File: config.mk
export PLATFORM = sky130hd
export DESIGN_NAME = p_status_reg
export DESIGN_NICKNAME = d
export VERILOG_FILES = /design/src/rtl/p_status_reg.sv
export SDC_FILE = /design/constraint.sdc
export NUM_CORES = 1
export LEC_CHECK = 0
export CAP_MARGIN = 0
export CELL_PAD_IN_SITES_DETAIL_PLACEMENT = 1
export CELL_PAD_IN_SITES_GLOBAL_PLACEMENT = 1
export CORE_MARGIN = 2
export CORE_UTILIZATION = 21
export DETAILED_ROUTE_END_ITERATION = 8
export GPL_TIMING_DRIVEN = 0
export PLACE_DENSITY = 0.83
export SYNTH_ARGS = -nofsm -noshare
export SYNTH_HDL_FRONTEND = slang
export SYNTH_SLANG_ARGS = --single-unit
File: constraint.sdc
create_clock -name clk -period 1.1 [get_ports clk]
set_input_delay 0.22 -clock clk [delete_from_list [all_inputs] [get_ports clk]]
set_output_delay 0.22 -clock clk [all_outputs]
set_load 0.01 [all_outputs]
File: src/rtl/p_status_reg.sv
// Processor status (P) register: captures N/Z/C/V from ALU results, holds I/D,
// and provides the stackable P image plus an instruction-delayed IRQ mask.
module p_status_reg #(
    parameter bit         CMOS    = 1'b1,
    parameter logic [7:0] P_RESET = 8'h04
) (
    input  logic       clk,
    input  logic       reset,
    input  logic [7:0] alu_out,
    input  logic       alu_c,
    input  logic       alu_v,
    input  logic [7:0] data_in,
    input  logic       load_nz,
    input  logic       load_c,
    input  logic       load_v,
    input  logic       bit_op,
    input  logic       load_p,
    input  logic       flag_wr,
    input  logic [2:0] flag_idx,
    input  logic       flag_val,
    input  logic       int_entry,
    input  logic       instr_done,
    input  logic       brk_push,
    output logic [7:0] p_out,
    output logic [7:0] p_push,
    output logic       c_out,
    output logic       d_out,
    output logic       irq_mask
);

    localparam logic [2:0] IDX_C = 3'd0;
    localparam logic [2:0] IDX_Z = 3'd1;
    localparam logic [2:0] IDX_I = 3'd2;
    localparam logic [2:0] IDX_D = 3'd3;
    localparam logic [2:0] IDX_V = 3'd6;
    localparam logic [2:0] IDX_N = 3'd7;

    logic n_q, v_q, d_q, i_q, z_q, c_q, mask_q;
    logic n_d, v_d, d_d, i_d, z_d, c_d, mask_d;
    logic alu_zero_s;

    function automatic logic is_zero(input logic [7:0] val);
        is_zero = (val == 8'h00);
    endfunction

    assign alu_zero_s = is_zero(alu_out);

    // Per-flag next state; each flag picks its own highest-priority source.
    always_comb begin
        n_d    = n_q;
        v_d    = v_q;
        d_d    = d_q;
        i_d    = i_q;
        z_d    = z_q;
        c_d    = c_q;
        mask_d = mask_q;

        if (load_p) begin
            n_d = data_in[7];
        end else if (flag_wr && (flag_idx == IDX_N)) begin
            n_d = flag_val;
        end else if (bit_op) begin
            n_d = data_in[7];
        end else if (load_nz) begin
            n_d = alu_out[7];
        end else begin
            n_d = n_q;
        end

        if (load_p) begin
            v_d = data_in[6];
        end else if (flag_wr && (flag_idx == IDX_V)) begin
            v_d = flag_val;
        end else if (bit_op) begin
            v_d = data_in[6];
        end else if (load_v) begin
            v_d = alu_v;
        end else begin
            v_d = v_q;
        end

        // Only 65C02 rules make interrupt entry claim D; NMOS falls through.
        if (load_p) begin
            d_d = data_in[3];
        end else if (int_entry && CMOS) begin
            d_d = 1'b0;
        end else if (flag_wr && (flag_idx == IDX_D)) begin
            d_d = flag_val;
        end else begin
            d_d = d_q;
        end

        if (load_p) begin
            i_d = data_in[2];
        end else if (int_entry) begin
            i_d = 1'b1;
        end else if (flag_wr && (flag_idx == IDX_I)) begin
            i_d = flag_val;
        end else begin
            i_d = i_q;
        end

        if (load_p) begin
            z_d = data_in[1];
        end else if (flag_wr && (flag_idx == IDX_Z)) begin
            z_d = flag_val;
        end else if (bit_op || load_nz) begin
            z_d = alu_zero_s;
        end else begin
            z_d = z_q;
        end

        if (load_p) begin
            c_d = data_in[0];
        end else if (flag_wr && (flag_idx == IDX_C)) begin
            c_d = flag_val;
        end else if (load_c) begin
            c_d = alu_c;
        end else begin
            c_d = c_q;
        end

        // Mask follows the I value landing at the instruction boundary.
        if (int_entry) begin
            mask_d = 1'b1;
        end else if (instr_done) begin
            mask_d = i_d;
        end else begin
            mask_d = mask_q;
        end
    end

    // Flag and mask registers.
    always_ff @(posedge clk or posedge reset) begin
        if (reset) begin
            n_q    <= P_RESET[7];
            v_q    <= P_RESET[6];
            d_q    <= CMOS ? 1'b0 : P_RESET[3];
            i_q    <= P_RESET[2];
            z_q    <= P_RESET[1];
            c_q    <= P_RESET[0];
            mask_q <= 1'b1;
        end else begin
            n_q    <= n_d;
            v_q    <= v_d;
            d_q    <= d_d;
            i_q    <= i_d;
            z_q    <= z_d;
            c_q    <= c_d;
            mask_q <= mask_d;
        end
    end

    assign p_out    = {n_q, v_q, 1'b1, 1'b1, d_q, i_q, z_q, c_q};
    assign p_push   = {n_q, v_q, 1'b1, brk_push, d_q, i_q, z_q, c_q};
    assign c_out    = c_q;
    assign d_out    = d_q;
    assign irq_mask = mask_q;

endmodule
==> out/results.ini <==
[layout]
final_cell_mix = 27 x buf_6, 20 x clkdlybuf4s50_1, 8 x buf_4, 6 x buf_2, 5 x dfrtp_1
n_antenna_cell = 0
post-route-cell-area_um2 = 1210
fillers = 322
post-route-util_pct = 43.5
drive_gt1_share_pct = 44.6
final_common_cell = buf_6
nNetsFinal = 155
area_growth_pct = 96.3

[synth]
synth_seq_cells = 7
yosysSeqAreaShare_pct = 28.8
ys_top_cells_by_area = dfrtp_1 20%, buf_4 19%, dfstp_2 8.5%
synth.cell_area_um2 = 617
synth_warnings = 0
synth_area_leader_cell = dfrtp_1
synth.distinct_cells = 32
synth.top_cell.area_share_pct = 20.3
synth.avg_cell_area_um2 = 9.21
synthFlopType = dfrtp_1
syn_inst = 67
synth_edf_count = 0
postSynth.asyncResetShare_pct = 100

[placement]
place.gp.congestion = 0.706
placed_cell_area_um2 = 1110
dpl.hpwl_mm = 1.71
port_buffers = 45

[route]
drt-vias-per-instance = 4.69
dr_total_vias = 713
route.detailed.drc = 0
firstDrtPassIters = 4
wl_mm = 2.17
wl_per_cell_um = 14.3
drt-initial-drc-count = 8
ant_nets = 0

[floorplanning]
ios = 52
fp.dieArea_um2 = 3390
coreArea_um2 = 2780
rows = 19
die_x_um = 58.2
die_height_um = 58.2
initial_core_util_pct = 22.2

[sta]
fin_worst_skew_ns = 0.0000547
layout_setup_ws_ns = -0.111
drv_slew = 0
setup_tns_ns = -0.450
period_share_pct = 110
setup-violations-final = 15
whs_ns = 0.211
period_minus_slack_ns = 1.21
rsz0062_at_grt = true
fmax_mhz = 826
hold_viol = 0

[global_route]
antenna_found_initial = 0
grt_util_all_layers_pct = 13.4
grt_max_degree = 11
grt_pass1_wl_mm = 3.47
gr-total-overflow = 0
grt_pass1_vias = 777

[pwr]
power_leakage_nw = 0.542
p_total_uw = 999
pwr_density_cell_nw_per_um2 = 825
ir_drop_v = 0.000500

[cts]
cts_hold_buf = 0
clk_pin_slew_ns = 0.06
cts_tree = built
cts_max_path_buffers = 2
cts.sinks = 7
numCtsBuffers = 3
htreeDepth = 1
cts_root_buf = clkbuf_4
clock_latency_ns = 0.25

[worst_setup_path]
crit_type = reg -> out
required_ns = 0.88
crit_fanout = 3
worstPathArrival_ns = 0.99
cp-end-kind = output pin
critPathLaunchType = register

[outcome]
status = finished, violations left
violations = negative setup slack

[run]
cap_violations = 0

[worst_hold_path]
min_path_type = in -> async

-- per-layer routing --
layer	vias to the layer above	wire length [um]	global-route usage, %
met5	-	0	0
met4	0	31	4.65
li1	339	-	-
met1	342	833	15.4
met2	28	1180	23.7
met3	4	127	3.57
-- through the flow --
step | setup slack [ns] | std cells
3_5_place_dp | -0.685 | 145
4_1_cts | -0.120 | 152
2_1_floorplan | -0.0736 | 69
3_3_place_gp | -0.668 | 145
5_1_grt | -0.133 | 152
6_report | -0.111 | 152
-- worst paths after layout --
path                                   start              endpoint  slack [ns]  depth (start not counted)
setup / recovery               i_q$_DFF_PP1_             p_push[2]       -0.11                          2
hold / removal                         reset       n_q$_DFFE_PP0P_        0.21                          2
setup reg to reg           c_out$_DFFE_PP0P_     c_out$_DFFE_PP0P_       -0.03                          4
hold reg to reg                i_q$_DFF_PP1_         i_q$_DFF_PP1_        0.71                          3
max in group asynchronous              reset  irq_mask$_DFFE_PP1P_        0.61                          2
min in group clk                  alu_out[7]       z_q$_DFFE_PP0P_        0.35                          4
-- power by group --
group          switching, mW  internal, mW  leakage, nW
Sequential            0.0223         0.284       0.0815
Clock                  0.110         0.139       0.0150
Combinational          0.150         0.294        0.446
Total                  0.282         0.717        0.542
-- logic make-up after synthesis --
kind of cell / synth area share [%]
mux: 10.1
compound gates: 13.4
simple gates: 26.4
buf+inv: 20.7
other cells: 0.608
flops: 28.8
-- sequential cells by signal, summed over array words and instances (netlist names) --
| signal | flops |
|---|---|
| n_q | 1 |
| d_out | 1 |
| i_q | 1 |
| c_out | 1 |
| z_q | 1 |
| irq_mask | 1 |
| v_q | 1 |
-- critical path, stage by stage (launching register included) --
cell and delay, ns:
dfstp_2 0.54, buf_4 0.11, buf_6 0.09
-- synthesized netlist by cell type (all sizes together), types with 2 or more instances --
cell type and n:
nor2 3, nor3 2, o21ai 2, mux2i 4
dfrtp 5, nand2 3, nand3b 2, buf 16
mux2 2, o211ai 2, nand4b 2, nor2b 2
nor4b 2, dfstp 2
-- repair_timing --
action	in CTS	in global routing
endpoints found under the setup margin	22	18
pin swaps	3	6
hold endpoints to repair	0	0
resized for setup	114	13
buffers inserted	7	0
-- cell type report --
type / count / area (um^2) / share of cell area (%)
Inverter: 1 / 3.75 / 0.310
Buffer: 13 / 124 / 10.2
Timing Repair Buffer: 52 / 505 / 41.7
Tap cell: 31 / 38.8 / 3.20
Multi-Input combinational cell: 44 / 335 / 27.7
Clock buffer: 4 / 26.3 / 2.17
Sequential cell: 7 / 178 / 14.7
No activity file was read; power rests on OpenSTA's default activity.
